### src/rtl/irq_stim_pkg.sv
// irq_stim_pkg: shared channel state encoding and channel-index sizing helper
package irq_stim_pkg;
  typedef enum logic [1:0] {IDLE, COUNT, PEND} chan_state_e;
  function automatic int ch_w(input int n);
    return n > 1 ? $clog2(n) : 1;
  endfunction
endpackage

### src/rtl/irq_chan.sv
// irq_chan: one interrupt channel FSM with period counter, ack and sticky overrun
module irq_chan import irq_stim_pkg::*; #(
  parameter int CNT_W = 16
) (
  input  logic             clk,
  input  logic             reset,
  input  logic             hold,
  input  logic             we,
  input  logic [CNT_W-1:0] period,
  input  logic             periodic,
  input  logic             ack,
  output logic             irq,
  output logic             overrun
);
  localparam logic [CNT_W-1:0] ONE = CNT_W'(1);
  chan_state_e st, st_n;
  logic [CNT_W-1:0] cnt, cnt_n, per, per_n;
  logic mode, mode_n, ovr_n, expire;
  assign expire = cnt == '0;
  assign irq = st == PEND;
  always_ff @(posedge clk or negedge reset)
    if (!reset) begin
      st      <= IDLE;
      cnt     <= '0;
      per     <= '0;
      mode    <= 1'b0;
      overrun <= 1'b0;
    end else begin
      st      <= st_n;
      cnt     <= cnt_n;
      per     <= per_n;
      mode    <= mode_n;
      overrun <= ovr_n;
    end
  // A config write always wins over a same-edge expiry or ack.
  always_comb begin
    st_n   = st;
    cnt_n  = cnt;
    per_n  = per;
    mode_n = mode;
    ovr_n  = overrun;
    if (we) begin
      per_n  = period;
      mode_n = periodic;
      ovr_n  = 1'b0;
      cnt_n  = period - ONE;
      st_n   = (period == '0 || hold) ? IDLE : COUNT;
    end else if (hold) st_n = IDLE;
    else
      case (st)
        COUNT: begin
          cnt_n = expire ? per - ONE : cnt - ONE;
          st_n  = expire ? PEND : COUNT;
        end
        PEND:
          if (mode) begin
            cnt_n = expire ? per - ONE : cnt - ONE;
            st_n  = (ack && !expire) ? COUNT : PEND;
            ovr_n = overrun | (expire & ~ack);
          end else st_n = ack ? IDLE : PEND;
        default: st_n = st;
      endcase
  end
endmodule

### src/rtl/irq_stim_gen.sv
// irq_stim_gen: CPU reset sequencer plus NCH programmable interrupt channels
module irq_stim_gen import irq_stim_pkg::*; #(
  parameter int NCH        = 4,
  parameter int CNT_W      = 16,
  parameter int RST_CYCLES = 2
) (
  input  logic                  clk,
  input  logic                  reset,
  input  logic                  cfg_we,
  input  logic [ch_w(NCH)-1:0]  cfg_ch,
  input  logic [CNT_W-1:0]      cfg_period,
  input  logic                  cfg_periodic,
  input  logic [NCH-1:0]        ack,
  input  logic [NCH-1:0]        mask,
  output logic                  sys_reset,
  output logic [NCH-1:0]        irq,
  output logic [NCH-1:0]        overrun,
  output logic                  interrupt
);
  localparam int CH_W = ch_w(NCH);
  localparam int RC_W = $clog2(RST_CYCLES + 1);
  logic [RC_W-1:0] rc;
  always_ff @(posedge clk or negedge reset)
    if (!reset) begin
      sys_reset <= 1'b1;
      rc        <= '0;
    end else if (sys_reset) begin
      rc        <= rc + RC_W'(1);
      sys_reset <= rc != RC_W'(RST_CYCLES - 1);
    end
  for (genvar g = 0; g < NCH; g++) begin : g_chan
    irq_chan #(.CNT_W(CNT_W)) u_chan (
      .clk      (clk),
      .reset    (reset),
      .hold     (sys_reset),
      .we       (cfg_we && cfg_ch == CH_W'(g)),
      .period   (cfg_period),
      .periodic (cfg_periodic),
      .ack      (ack[g]),
      .irq      (irq[g]),
      .overrun  (overrun[g])
    );
  end
  assign interrupt = |(irq & mask);
endmodule

### config.mk
export PLATFORM = sky130hd
export DESIGN_NAME = irq_stim_gen
export DESIGN_NICKNAME = d
export VERILOG_FILES = /design/src/rtl/irq_stim_pkg.sv /design/src/rtl/irq_chan.sv /design/src/rtl/irq_stim_gen.sv
export SDC_FILE = /design/constraint.sdc
export NUM_CORES = 1
export LEC_CHECK = 0
export BUFFER_PORTS_ARGS = -buffer_cell sky130_fd_sc_hd__buf_2
export CAP_MARGIN = 20
export CORE_MARGIN = 2
export CORE_UTILIZATION = 41
export CTS_CLUSTER_SIZE = 25
export DETAILED_ROUTE_END_ITERATION = 8
export PLACE_DENSITY = 0.56
export RECOVER_POWER = 25
export SETUP_SLACK_MARGIN = 0.15
export SLEW_MARGIN = 20
export SYNTH_ARGS = -nofsm -noshare
export SYNTH_HDL_FRONTEND = slang
export SYNTH_HIERARCHICAL = 1
export SYNTH_SLANG_ARGS = --single-unit
### constraint.sdc
create_clock -name clk -period 5.85 [get_ports clk]
set_input_delay 0 -clock clk [delete_from_list [all_inputs] [get_ports clk]]
set_output_delay 0 -clock clk [all_outputs]
set_load 0.02 [all_outputs]
### Yosys cells after proc, flatten, opt, wreduce, memory -nomap -nowiden

Index checks and enable logic that the tools add are counted.

| word-level totals | value |
|---|---|
| word-level logic and storage cells | 175 |
| register bits after elaboration | 147 |
| input bits | 30 |
| output and inout bits | 10 |

| operators by class | value |
|---|---|
| $add $sub $neg | 10 |
| muxes and demuxes | 66 |
| eq/ne operators | 20 |
| bitwise logic cells | 13 |
| reductions and logical operators | 44 |

Operator list:

| cell | number |
|---|---|
| 16-bit two-way mux | 16 |
| 16-bit by 1-bit subtractor with 16-bit output (second input constant) | 9 |
| 16-bit one-hot mux with 2 select lines | 4 |
| 16-bit logical NOT | 5 |
| 2-bit two-way mux | 24 |
| 3-bit AND reduction | 8 |
| 1-bit two-way mux | 18 |
| 2-bit one-hot mux with 2 select lines | 4 |
| 2-bit nonzero test | 8 |
| 4-bit nonzero test | 4 |
| 2-bit == test (second input constant) | 6 |
| 3-bit by 2-bit inequality test with 1-bit output (second input constant) | 4 |
| 3-bit nonzero test | 4 |
| 2-bit by 1-bit == test with 1-bit output (second input constant) | 5 |
| 2-bit by 1-bit inequality test with 1-bit output (second input constant) | 5 |
| 1-bit logical AND | 8 |
| 1-bit bitwise AND | 4 |
| 4-bit bitwise AND | 1 |
| 1-bit logical NOT | 4 |
| 1-bit inverter | 4 |
| 1-bit bitwise OR | 4 |
| 4-bit OR reduction | 1 |
| 2-bit by 1-bit adder with 2-bit output (second input constant) | 1 |
| 2-bit logical NOT | 1 |
| 1-bit logical OR | 1 |

### Logic depth before layout (Yosys ltp)

Gate-level depths: netlist of the first run.

| logic depth | value |
|---|---|
| depth after elaboration | 8 |
| depth in mapped cells | 17 |

### Modules after synthesis

Netlist of the first run, hierarchy kept.

By module, submodules not included:

| module | cells an instance | area an instance (sq um) | sequential area each (sq um) | times used |
|---|---|---|---|---|
| irq_chan (g_chan[2].u_chan ...) | 251 | 2306.0 | 900.9 | 2 |
| irq_chan (g_chan[0].u_chan ...) | 255 | 2147.1 | 900.9 | 2 |
| irq_stim_gen | 16 | 171.4 | 76.3 | 1 |

### Worst setup path before layout of the first run

Ideal clock, no wire load.

| path | value |
|---|---|
| kind | input to register |
| start point | in cfg_we |
| end point | reg g_chan[2].u_chan.cnt[14] |
| slack | 2218 ps |
| stages | 17 |
| buffers on the path | 5 |
| required time | 5768 ps |
| arrival time | 3551 ps |
| cells stage by stage | nand2_1 -> nor2_1 -> buf_2 -> buf_4 -> clkbuf_1 -> buf_1 -> clkbuf_1 -> nor2_1 -> a21oi_1 -> ha_1 -> or4b_1 -> nor3_2 -> a31oi_1 -> a221oi_4 -> nand3_2 -> or3_1 -> a31oi_1 |

| between the ends | value |
|---|---|
| word-level cells in the longest chain between the ends | 3 |
| elaborated cells on any way between the ends | 6 |
| those cells by class | eq/ne (2); mux (1); reduce/logical (3) |

Ends and longest elaborated chain:

| element | RTL line | text |
|---|---|---|
| from (decl) | irq_stim_gen.sv:9 | `input logic cfg_we,` |
| 1-bit logical AND (*) | irq_stim_gen.sv:36 | `.we (cfg_we && cfg_ch == CH_W'(g)),` |
| 3-bit by 2-bit inequality test with 1-bit output (no source line), or another cell as far along | n/a |  |
| 3-bit AND reduction (no source line) | n/a |  |
| to (signal assigned) | irq_chan.sv:30 | `cnt <= cnt_n;` |
| to (decl) | irq_chan.sv:17 | `logic [CNT_W-1:0] cnt, cnt_n, per, per_n;` |

Every way passes the cells marked *; elsewhere a longest branch is shown, timed or not.
A chain may end at the register's enable or synchronous reset.

### Final worst setup path of the first run

| path | value |
|---|---|
| start point | in cfg_ch[1] |
| end point | reg g_chan[2].u_chan.cnt[14] |

| between the ends | value |
|---|---|
| word-level cells in the longest chain between the ends | 4 |
| elaborated cells on any way between the ends | 7 |
| those cells by class | eq/ne (3); mux (1); reduce/logical (3) |

Ends and longest elaborated chain:

| element | RTL line | text |
|---|---|---|
| from (decl) | irq_stim_gen.sv:10 | `input logic [ch_w(NCH)-1:0] cfg_ch,` |
| 2-bit == test (*) | irq_stim_gen.sv:36 |  |
| 1-bit logical AND (*) | irq_stim_gen.sv:36 |  |
| 3-bit by 2-bit inequality test with 1-bit output (no source line), or another cell as far along | n/a |  |
| 3-bit AND reduction (no source line) | n/a |  |

Marked as above.

==> flow_metrics.py, run 1 <==
metrics = {
    "outcome": {
        "status": "finished with violations",
        "failed_checks": "capacitance limit, slew limit",
    },
    "grt": {
        "overflow": 0,
        "grt_pass1_wl_um": 41070,
        "grt_pass1_vias": 7364,
        "grt_usage_pct": 22.22,
        "grt_start_max_net_pins": 81,
        "antenna_found_initial": 0,
    },
    "final_layout": {
        "multi_input_area_um2": 4956,
        "antennaDiodeCount": 0,
        "final_cell_area_um2": 10070,
        "utilization_pct": 46.29,
        "nets": 1082,
        "drive_above_1_share_pct": 15.00,
        "layout.area.seq_um2": 3680,
        "fillCellCount": 2080,
        "syn_to_final_growth_pct": 10.94,
    },
    "floorplan": {
        "core_area_um2": 21760,
        "die_x_um": 152.8,
        "initial_core_util_pct": 41.72,
        "die_area_um2": 23350,
        "dieHeight_um": 152.8,
        "pin_count": 40,
        "rows": 54,
    },
    "timing": {
        "skew_ns": 0.01014,
        "rsz0062_at_grt": "false",
        "tns_ns": 0,
        "max_slew_margin_pct": -75.49,
        "min_period_over_period_pct": 74.15,
        "fmax_mhz": 230.5,
        "hold_viol": 0,
        "tightest_slew_ns": 2.632,
        "finalMaxSlewViolations": 61,
        "finalSetupViolCount": 0,
        "fin_crit_ns": 4.338,
    },
    "min_path": {
        "hold_path_class": "in -> reg",
    },
    "synthesis": {
        "netlist.area_leader.share_pct": 40.25,
        "yosysTopAreaCell": "dfrtp_1",
        "avgSynthCellArea_um2": 8.830,
        "syn-cell-area_um2": 9077,
        "synthTopCellsByCount": "dfrtp_1 (146), nand2_1 (134), nor2_1 (95)",
        "ys_warn_count": 6,
        "synth.net_count": 1063,
        "ys_seq_elements": 147,
        "synth_cells": 1028,
        "async_flop_share_pct": 100.0,
        "synth_area_leaders": "dfrtp_1 (40%), nand2_1 (5.5%), o21ai_0 (4.3%)",
        "post_synth_num_cell_types": 78,
        "yosys_most_used_dff": "dfrtp_1",
        "synth_edf_count": 0,
        "yosysSeqAreaShare_pct": 40.54,
        "synth.most_common_cell": "dfrtp_1",
    },
    "placed_design": {
        "dp_hpwl_um": 16580,
        "placed_cell_area_um2": 9425,
        "place_congestion": 0.8191,
        "port_buffers": 39,
    },
    "clocking": {
        "clockRootBuffer": "clkbuf_16",
        "cts_buffers": 17,
        "htreeDepth": 4,
        "clkLatencyLatePin_ns": 0.43,
        "path_clk_slew_ns": 0.06,
        "cts_resized": 0,
        "postCtsSetupBuffers": 0,
        "cts_tree": "built",
        "clk_path_buf_depth": 2,
        "cts_sinks": 147,
    },
    "power_and_ir_drop": {
        "p_sw_mw": 1.463,
        "p_per_area_nw_per_um2": 394.1,
        "clockPowerShare_pct": 27.7,
        "peakVddDrop_v": 0.0001500,
        "p_comb_share_pct": 32.3,
        "seq_power_share_pct": 40.0,
        "leakagePower_nw": 4.089,
        "netSwitchingFraction_pct": 36.85,
        "internal_power_mw": 2.506,
    },
    "critical_path": {
        "cp_cell_sequence": "buf_2 -> nand2_1 -> nor2_4 -> clkbuf_1 -> nor2_1 -> a21oi_1 -> ha_1 -> or4b_1 -> nor3_2 -> a31oi_1 -> a221oi_4 -> nand3_2 -> or3_1 -> a31oi_1",
        "max_stage_delay_ns": 1.86,
        "critPathLaunchType": "input port",
        "critPathCaptureType": "flip-flop",
        "worst-setup-path-type": "in -> reg",
        "cp_common_cell": "a31oi_1",
        "r2r_setup_slack_ns": 1.98,
        "crit_slowest_cell": "clkbuf_1",
        "worst-path-max-fanout": 60,
        "cp.required_ns": 6.20,
        "arrival_ns": 4.69,
    },
    "drt": {
        "vias": 7743,
        "antenna_left": 0,
        "drt_iter0_markers": 526,
        "viasPerCell": 5.778,
        "routedWlPerCell_um": 19.05,
        "dr.pass1.iters": 5,
        "route.detailed.drc": 0,
        "wirelength_um": 25520,
    },
    "job": {
        "maxCapViolations": 1,
    },
}
==> flip-flops by register name, indices dropped and copies added (netlist names) <==
| register | cells |
|---|---|
| g_chan.u_chan/mode | 4 |
| g_chan.u_chan/cnt | 64 |
| g_chan.u_chan/per | 64 |
| rc | 2 |
| g_chan.u_chan/overrun | 4 |
| g_chan.u_chan/st | 8 |
| sys_reset | 1 |
==> layout by cell type (no fill, tap or decap), drive strengths merged, types with 5 or more instances in the layout <==
master,instances
a211oi,10
a21o,8
a21oi,72
a31oi,16
a41oi,6
and4,6
buf,46
clkbuf,22
dfrtp,146
dlygate4sd3,7
ha,5
inv,50
mux2,34
mux2i,13
nand2,136
nand2b,20
nand3,14
nand4,8
nor2,99
nor2b,9
nor3,22
nor3b,9
nor4,32
o21a,6
o21ai,92
o221ai,12
o31ai,18
or2,10
or3,10
or4,14
xnor2,22
xor2,17
==> logic make-up after synthesis <==
group / after synthesis / share of synthesized area, %
DFF: 147 / 40.54
and+or+nand+nor: 395 / 22.38
xor gates and xnor gates: 39 / 3.763
buffers and inverters: 101 / 5.031
AOI/OAI and AO/OA: 294 / 21.59
adders and majority gates: 5 / 0.6892
muxes: 47 / 6.010
==> area by class of cell <==
cell class                 count  area share [%]
multi-input combinational    780           49.21
clock buffer                  21           4.473
clock inverter                11           1.292
tap                          280           3.479
inverter                      47           1.752
sequential                   147           36.54
timing repair buffer          54           3.255
==> path summary, 6_finish.rpt <==
kind	from	to	cells past startpoint
setup / recovery	cfg_ch[1]	g_chan[2].u_chan/cnt[14]	14
hold / removal	cfg_period[15]	g_chan[2].u_chan/per[15]	3
setup reg to reg	g_chan[2].u_chan/cnt[10]	g_chan[2].u_chan/cnt[10]	14
hold reg to reg	g_chan[3].u_chan/per[14]	g_chan[3].u_chan/per[14]	2
max in group asynchronous	reset	g_chan[0].u_chan/cnt[5]	3
min in group asynchronous	reset	g_chan[3].u_chan/per[14]	2
==> power groups by stage <==
| stage | clock network [mW] | registers (mW) | logic, mW |
|---|---|---|---|
| 3_5_place_dp | 0 | 1.60 | 1.27 |
| 4_1_cts | 1.13 | 1.58 | 1.28 |
| 3_3_place_gp | 0 | 1.59 | 1.26 |
| 6_report | 1.10 | 1.59 | 1.28 |
| 5_1_grt | 1.17 | 1.64 | 1.45 |
| 2_1_floorplan | 0 | 1.52 | 1.03 |
==> per-stage QoR <==
| stage | hold slack [ns] | std cells | total power, mW | setup WS, ns |
|---|---|---|---|---|
| finish | 0.01709 | 1340 | 3.969 | 1.512 |
| detailed placement | 0.1111 | 1301 | 2.868 | 2.180 |
| floorplan | -0.2956 | 1028 | 2.543 | 2.218 |
| global placement | 0.1061 | 1301 | 2.857 | 2.266 |
| global route | 0.01451 | 1340 | 4.257 | 1.028 |
| CTS | 0.001024 | 1340 | 3.993 | 2.161 |
==> repair_timing <==
action / 4_1_cts / 5_1_grt
setup endpoints to repair: 0 / 0
hold buffers: 7 / 0
hold endpoints to repair: 89 / 0
==> metal layers <==
| layer | vias to the layer above | wire length, um | global-route usage [%] |
|---|---|---|---|
| li1 | 3757 | - | - |
| met1 | 3759 | 11920 | 30.98 |
| met2 | 194 | 11890 | 35.38 |
| met3 | 33 | 1197 | 3.697 |
| met4 | 0 | 511 | 7.319 |
| met5 | - | 0 | 0 |
==> worst max-delay path: cells and delay by family <==
kind	cells	cell delay, ns
adder cells (fa/ha/maj)	1	0.32
AND/OR/NAND/NOR	7	1.44
AO/OA/AOI/OAI	4	0.90
buffers and inverters	2	1.99
(Power assumes the default switching activity.)
==> run 2: changes to the inputs <==
--- a/config.mk
+++ b/config.mk
@@ -5,6 +5,7 @@
 export SDC_FILE = /design/constraint.sdc
 export NUM_CORES = 1
 export LEC_CHECK = 0
+export ABC_AREA = 1
 export BUFFER_PORTS_ARGS = -buffer_cell sky130_fd_sc_hd__buf_2
 export CAP_MARGIN = 20
 export CORE_MARGIN = 2
==> constraint.sdc (replaced) <==
create_clock -name clk -period 4.1 [get_ports clk]
set_input_delay 0 -clock clk [delete_from_list [all_inputs] [get_ports clk]]
set_output_delay 0 -clock clk [all_outputs]
set_load 0.02 [all_outputs]
==> run 2 against run 1 <==
The run still ends with capacitance limit, slew limit left. Clock power rose by 38%. Clock skew grew 0.0027 ns. Clock-buffer cell count fell by 2.
==> flow_metrics.py, run 2 <==
metrics = {
    "drt": {
        "vias": 9130,
        "routedWlPerCell_um": 14.91,
        "antenna_left": 0,
        "drt_iter0_markers": 576,
        "route.detailed.drc": 0,
        "wirelength_um": 27140,
        "viasPerCell": 5.014,
        "dr.pass1.iters": 5,
    },
    "final_layout": {
        "mostFrequentLayoutCells": "nand2_1 (440), inv_1 (231), nand3_1 (184), dfrtp_1 (146), nor2_1 (113)",
        "antennaDiodeCount": 0,
        "largestRegisters": "g_chan.u_chan/cnt x64, g_chan.u_chan/per x64, g_chan.u_chan/st x8",
        "layout_commonest_cell": "nand2_1",
        "fillCellCount": 2430,
        "drive_above_1_share_pct": 10.79,
        "syn_to_final_growth_pct": 11.41,
        "nets": 1524,
        "instances_no_fill": 1821,
    },
    "timing": {
        "fmax_mhz": 321.0,
        "fin_crit_ns": 3.115,
        "tightest_slew_ns": 2.470,
        "setup_slack_ns": 0.9847,
        "max_slew_margin_pct": -64.68,
        "finalMaxSlewViolations": 90,
        "tns_ns": 0,
        "hold_viol": 0,
        "skew_ns": 0.01287,
        "min_period_over_period_pct": 75.98,
        "rsz0062_at_grt": "false",
        "finalSetupViolCount": 0,
    },
    "grt": {
        "antenna_found_initial": 0,
        "grt_pass1_wl_um": 44510,
        "overflow": 0,
        "grt_usage_pct": 22.94,
        "grt_pass1_vias": 8549,
        "grt_start_max_net_pins": 90,
    },
    "power_and_ir_drop": {
        "p_per_area_nw_per_um2": 619.7,
        "leakagePower_nw": 5.704,
        "peakVddDrop_v": 0.0002837,
        "power_mw": 6.693,
    },
    "critical_path": {
        "worst-path-max-fanout": 29,
        "arrival_ns": 3.42,
        "critPathLaunchType": "input port",
        "cp.required_ns": 4.41,
        "worst-setup-path-type": "in -> reg",
        "r2r_setup_slack_ns": 1.19,
        "critPathCaptureType": "flip-flop",
    },
    "clocking": {
        "path_clk_slew_ns": 0.06,
        "cts_sinks": 147,
        "clockRootBuffer": "clkbuf_16",
        "clkLatencyLatePin_ns": 0.43,
        "clk_path_buf_depth": 2,
        "htreeDepth": 4,
        "cts_buffers": 17,
        "postCtsSetupBuffers": 0,
        "cts_tree": "built",
    },
    "synthesis": {
        "yosys_most_used_dff": "dfrtp_1",
        "yosysTopAreaCell": "dfrtp_1",
        "synth.most_common_cell": "nand2_1",
        "ys_warn_count": 6,
        "avgSynthCellArea_um2": 6.686,
        "yosysSeqAreaShare_pct": 37.96,
        "synth_cells": 1450,
        "ys_seq_elements": 147,
        "syn-cell-area_um2": 9694,
        "netlist.area_leader.share_pct": 37.69,
        "synth_area_leaders": "dfrtp_1 (38%), nand2_1 (17%), nand3_1 (9.5%)",
        "synth.net_count": 1485,
        "synth_edf_count": 0,
        "async_flop_share_pct": 100.0,
        "post_synth_num_cell_types": 32,
        "synthTopCellsByCount": "nand2_1 (440), inv_1 (231), nand3_1 (184)",
    },
    "floorplan": {
        "dieHeight_um": 157.8,
        "rows": 56,
        "die_area_um2": 24890,
        "core_area_um2": 23330,
        "initial_core_util_pct": 41.55,
        "pin_count": 40,
        "die_x_um": 157.8,
    },
    "placed_design": {
        "place_congestion": 0.8886,
        "dp_hpwl_um": 19240,
        "dp_cells": 1775,
        "pre_cts_slack_ns": 1.239,
        "port_buffers": 39,
    },
    "outcome": {
        "failed_checks": "capacitance limit, slew limit",
        "status": "finished with violations",
    },
    "min_path": {
        "hold_path_class": "in -> reg",
    },
    "job": {
        "maxCapViolations": 1,
    },
}
==> run 2: cell types whose count changed after synthesis, sizes merged, moves of 13 or more <==
| cell | before | now |
|---|---|---|
| mux2i | 13 | 0 |
| o21ai | 92 | 125 |
| a21oi | 72 | 20 |
| or4 | 14 | 0 |
| mux2 | 34 | 0 |
| nand2b | 20 | 0 |
| xnor2 | 22 | 2 |
| o31ai | 18 | 0 |
| nor4 | 32 | 4 |
| inv | 47 | 245 |
| nor2 | 99 | 139 |
| nand2 | 136 | 462 |
| xor2 | 17 | 1 |
| nand3 | 14 | 202 |
==> run 2: metal layers <==
layer	track usage [%]	vias to the layer above	wire length (um)
met3	3.312	23	1316
met1	31.89	4266	12850
met4	5.368	0	361
li1	-	4622	-
met2	37.76	219	12620
met5	0	-	0
==> run 2: cell type report <==
| type | count | area (um^2) | area share [%] |
|---|---|---|---|
| repair buffers | 68 | 431.7 | 3.997 |
| inverters | 249 | 934.6 | 8.654 |
| clock inverters | 13 | 127.6 | 1.182 |
| multi-input cells | 1006 | 4785 | 44.30 |
| clock buffers | 19 | 442.9 | 4.101 |
| well taps | 319 | 399.1 | 3.696 |
| flip-flops and latches | 147 | 3680 | 34.07 |
==> run 2: worst paths after layout <==
check	end	from	cells after the start
worst max-delay path	g_chan[1].u_chan/cnt[14]	cfg_ch[0]	16
worst min-delay path	g_chan[3].u_chan/per[5]	cfg_period[5]	3
worst max register to register	g_chan[2].u_chan/cnt[10]	g_chan[2].u_chan/cnt[13]	18
worst min register to register	g_chan[2].u_chan/per[2]	g_chan[2].u_chan/per[2]	2
max in group asynchronous	g_chan[0].u_chan/cnt[0]	reset	3
min in group asynchronous	g_chan[0].u_chan/cnt[13]	reset	2
==> run 2: cell families (layout without fill, tap and decap cells) <==
family          after synthesis  count (layout)  synth area share [%]
fa+ha+maj                     5               5                0.6453
compound gates              169             169                 9.293
xor+xnor                      3               3                0.2711
simple gates                829             829                 39.15
buf+inv                     297             349                 12.69
flops                       147             147                 37.96
==> run 2: metrics by stage <==
step                      cell area [um^2]  utilization (%)  hold WS [ns]
after floorplan                       9694                -       -0.2956
after global placement               10130            43.40        0.1592
after detailed placement             10130            43.40        0.1639
after CTS                            10840            46.45      0.002297
after global routing                 10800            46.29       0.01209
final                                10800            46.29       0.01868
==> run 2: where the power goes <==
group | switching (mW) | internal [mW] | total (mW)
clock network | 0.662 | 0.860 | 1.52
registers | 0.257 | 1.89 | 2.15
logic | 2.07 | 0.951 | 3.02
==> run 2: timing repair <==
action / CTS / global route
hold buffers: 14 / 0
resized for setup: 0 / 0
hold endpoints to repair: 121 / 0
==> run 2: critical path, cell delays in order <==
cell      delay, ns
clkbuf_1       0.13
inv_1          0.08
nor3_1         0.26
clkbuf_1       0.96
inv_1          0.69
nand3_1        0.24
nand2_1        0.10
inv_1          0.07
ha_1           0.17
nand3_1        0.14
nor2_1         0.18
nand2_1        0.12
inv_2          0.07
nand3_1        0.07
nand3_1        0.09
nand2_1        0.05
==> run 3: changes to the inputs <==
--- a/config.mk
+++ b/config.mk
@@ -12,7 +12,7 @@
 export CORE_UTILIZATION = 41
 export CTS_CLUSTER_SIZE = 25
 export DETAILED_ROUTE_END_ITERATION = 8
-export PLACE_DENSITY = 0.56
+export PLACE_DENSITY = 0.58
 export RECOVER_POWER = 25
 export SETUP_SLACK_MARGIN = 0.15
 export SLEW_MARGIN = 20
==> constraint.sdc (replaced) <==
create_clock -name clk -period 2.6 [get_ports clk]
set_input_delay 0 -clock clk [delete_from_list [all_inputs] [get_ports clk]]
set_output_delay 0 -clock clk [all_outputs]
set_load 0.02 [all_outputs]
==> run 3 against run 2 <==
The run still ends with capacitance limit, slew limit left. Wire length up 0.44%. Total power up 61%. Core utilization up 1.3 points. Cell count up 1.2%. Non-clock buffer count up 23. Critical path depth down 2. Hold slack worse by 0.018 ns. Register-to-register slack worse by 0.88 ns. Clock skew up 0.0023 ns. Combinational power up 63%. Sequential cell count unchanged. Critical endpoint is now g_chan[0].u_chan/cnt[12].
==> flow_metrics.py, run 3 (synthesis gave the netlist of run 2 again) <==
metrics = {
    "drt": {
        "route.detailed.drc": 0,
        "dr.pass1.iters": 5,
        "wirelength_um": 27260,
        "vias": 9196,
        "drt_iter0_markers": 615,
        "routedWlPerCell_um": 14.80,
        "viasPerCell": 4.992,
        "antenna_left": 0,
    },
    "timing": {
        "tns_ns": 0,
        "fmax_mhz": 437.2,
        "whs_ns": 0.0002183,
        "max_slew_margin_pct": -16.75,
        "tightest_slew_ns": 1.751,
        "hold_viol": 0,
        "skew_ns": 0.01522,
        "finalSetupViolCount": 0,
        "rsz0062_at_grt": "false",
        "min_period_over_period_pct": 87.96,
        "fin_crit_ns": 2.287,
        "finalMaxSlewViolations": 65,
    },
    "clocking": {
        "cts_tree": "built",
        "clkLatencyLatePin_ns": 0.43,
        "path_clk_slew_ns": 0.06,
        "clk_path_buf_depth": 2,
        "cts_buffers": 17,
        "htreeDepth": 4,
        "cts_sinks": 147,
        "clockRootBuffer": "clkbuf_16",
        "postCtsSetupBuffers": 0,
    },
    "power_and_ir_drop": {
        "p_per_area_nw_per_um2": 971.4,
        "leakagePower_nw": 5.888,
        "peakVddDrop_v": 0.0004302,
    },
    "final_layout": {
        "largestRegisters": "g_chan.u_chan/cnt x64, g_chan.u_chan/per x64, g_chan.u_chan/st x8",
        "syn_to_final_growth_pct": 14.57,
        "final_cell_area_um2": 11110,
        "mostFrequentLayoutCells": "nand2_1 (437), inv_1 (230), nand3_1 (182), dfrtp_1 (146), nor2_1 (107)",
        "drive_above_1_share_pct": 13.39,
        "layout_commonest_cell": "nand2_1",
        "instances_no_fill": 1842,
        "antennaDiodeCount": 0,
        "nets": 1547,
    },
    "placed_design": {
        "dp_hpwl_um": 19780,
        "dp_cells": 1796,
        "place_congestion": 0.8632,
        "placed_cell_area_um2": 10300,
        "port_buffers": 39,
    },
    "min_path": {
        "min-delay-start": "cfg_ch[0]",
        "min_path_cells": 4,
        "hold_end": "g_chan[0].u_chan/per[1]",
        "hold_path_class": "in -> reg",
    },
    "floorplan": {
        "rows": 56,
        "core_area_um2": 23330,
        "initial_core_util_pct": 41.55,
        "dieHeight_um": 157.8,
        "die_x_um": 157.8,
        "die_area_um2": 24890,
        "pin_count": 40,
    },
    "grt": {
        "overflow": 0,
        "grt_usage_pct": 23.08,
        "grt_start_max_net_pins": 66,
        "grt_pass1_vias": 8850,
        "antenna_found_initial": 0,
        "grt_pass1_wl_um": 44780,
    },
    "critical_path": {
        "cp.required_ns": 2.92,
        "r2r_setup_slack_ns": 0.31,
        "critPathLaunchType": "flip-flop",
        "reg2reg_to": "g_chan[0].u_chan/cnt[12]",
        "r2r_start": "g_chan[0].u_chan/cnt[15]",
        "worst-path-max-fanout": 14,
        "critPathCaptureType": "flip-flop",
        "arrival_ns": 2.61,
        "r2r_cells": 14,
        "worst-setup-path-type": "reg -> reg",
    },
    "outcome": {
        "failed_checks": "capacitance limit, slew limit",
        "status": "finished with violations",
    },
    "job": {
        "maxCapViolations": 1,
    },
}
run 3: cell types whose count changed in the layout (fill, tap and decap cells not counted), sizes merged, moves of 2 or more:
cell	previous run	this run
clkbuf	27	20
clkinv	10	7
dlygate4sd3	14	16
buf	46	74
run 3: worst max path at each step:
stage / from / endpoint / slack (ns) / cells after the start
after CTS: g_chan[0].u_chan/cnt[15] / g_chan[0].u_chan/cnt[14] / 0.19 / 17
after global placement: g_chan[0].u_chan/cnt[15] / g_chan[0].u_chan/cnt[14] / 0.23 / 17
after detailed placement: g_chan[0].u_chan/cnt[15] / g_chan[0].u_chan/cnt[14] / 0.21 / 17
after global routing: g_chan[2].u_chan/cnt[13] / g_chan[2].u_chan/cnt[10] / 0.15 / 18
after floorplan: g_chan[2].u_chan/cnt[11] / g_chan[2].u_chan/cnt[12] / 0.57 / 16
final: g_chan[0].u_chan/cnt[15] / g_chan[0].u_chan/cnt[12] / 0.31 / 14
run 3: layout make-up:
cell class	count	area, um^2
sequential	147	3680
tap	319	399.1
multi-input combinational	1006	4861
clock buffer	19	442.9
clock inverter	11	128.9
timing repair buffer	91	660.6
inverter	249	934.6
fill	2436	12230
run 3: stage by stage:
step                      utilization, %  setup WS, ns  total power, mW
after floorplan                        -        0.5702            7.050
after global placement             44.13        0.2251            8.212
after detailed placement           44.13        0.2074            8.251
after CTS                          47.27        0.1924            10.80
after global routing               47.60        0.1502            11.76
final                              47.60        0.3130            10.79
run 3: power by group:
group          internal, mW  switching, mW  total, mW
registers              2.98          0.415       3.40
logic                  1.57           3.35       4.92
clock network          1.44           1.04       2.48
run 3: worst max-delay path, stage by stage (launching register included):
cell and delay (ns):
dfrtp_1 0.41, nor2_1 0.15, nand2_1 0.10, nor2_4 0.15, buf_6 0.19, nand3_1 0.09
nand3_1 0.08, nand2_1 0.09, inv_1 0.08, ha_2 0.20, nand3_1 0.19, nor2_4 0.19
nand3_1 0.09, nand3_1 0.10, nand2_1 0.06
run 3: repair_timing:
| item | CTS | global route |
|---|---|---|
| gates resized for setup | 0 | 24 |
| hold buffers | 16 | 0 |
| endpoints found under the setup margin | 0 | 16 |
| hold endpoints to repair | 102 | 0 |
run 3: routing by layer:
layer	track usage (%)	share of wire [%]
met3	3.422	4.7
met5	0	0
met4	6.494	1.8
met1	30.85	47
met2	38.90	47
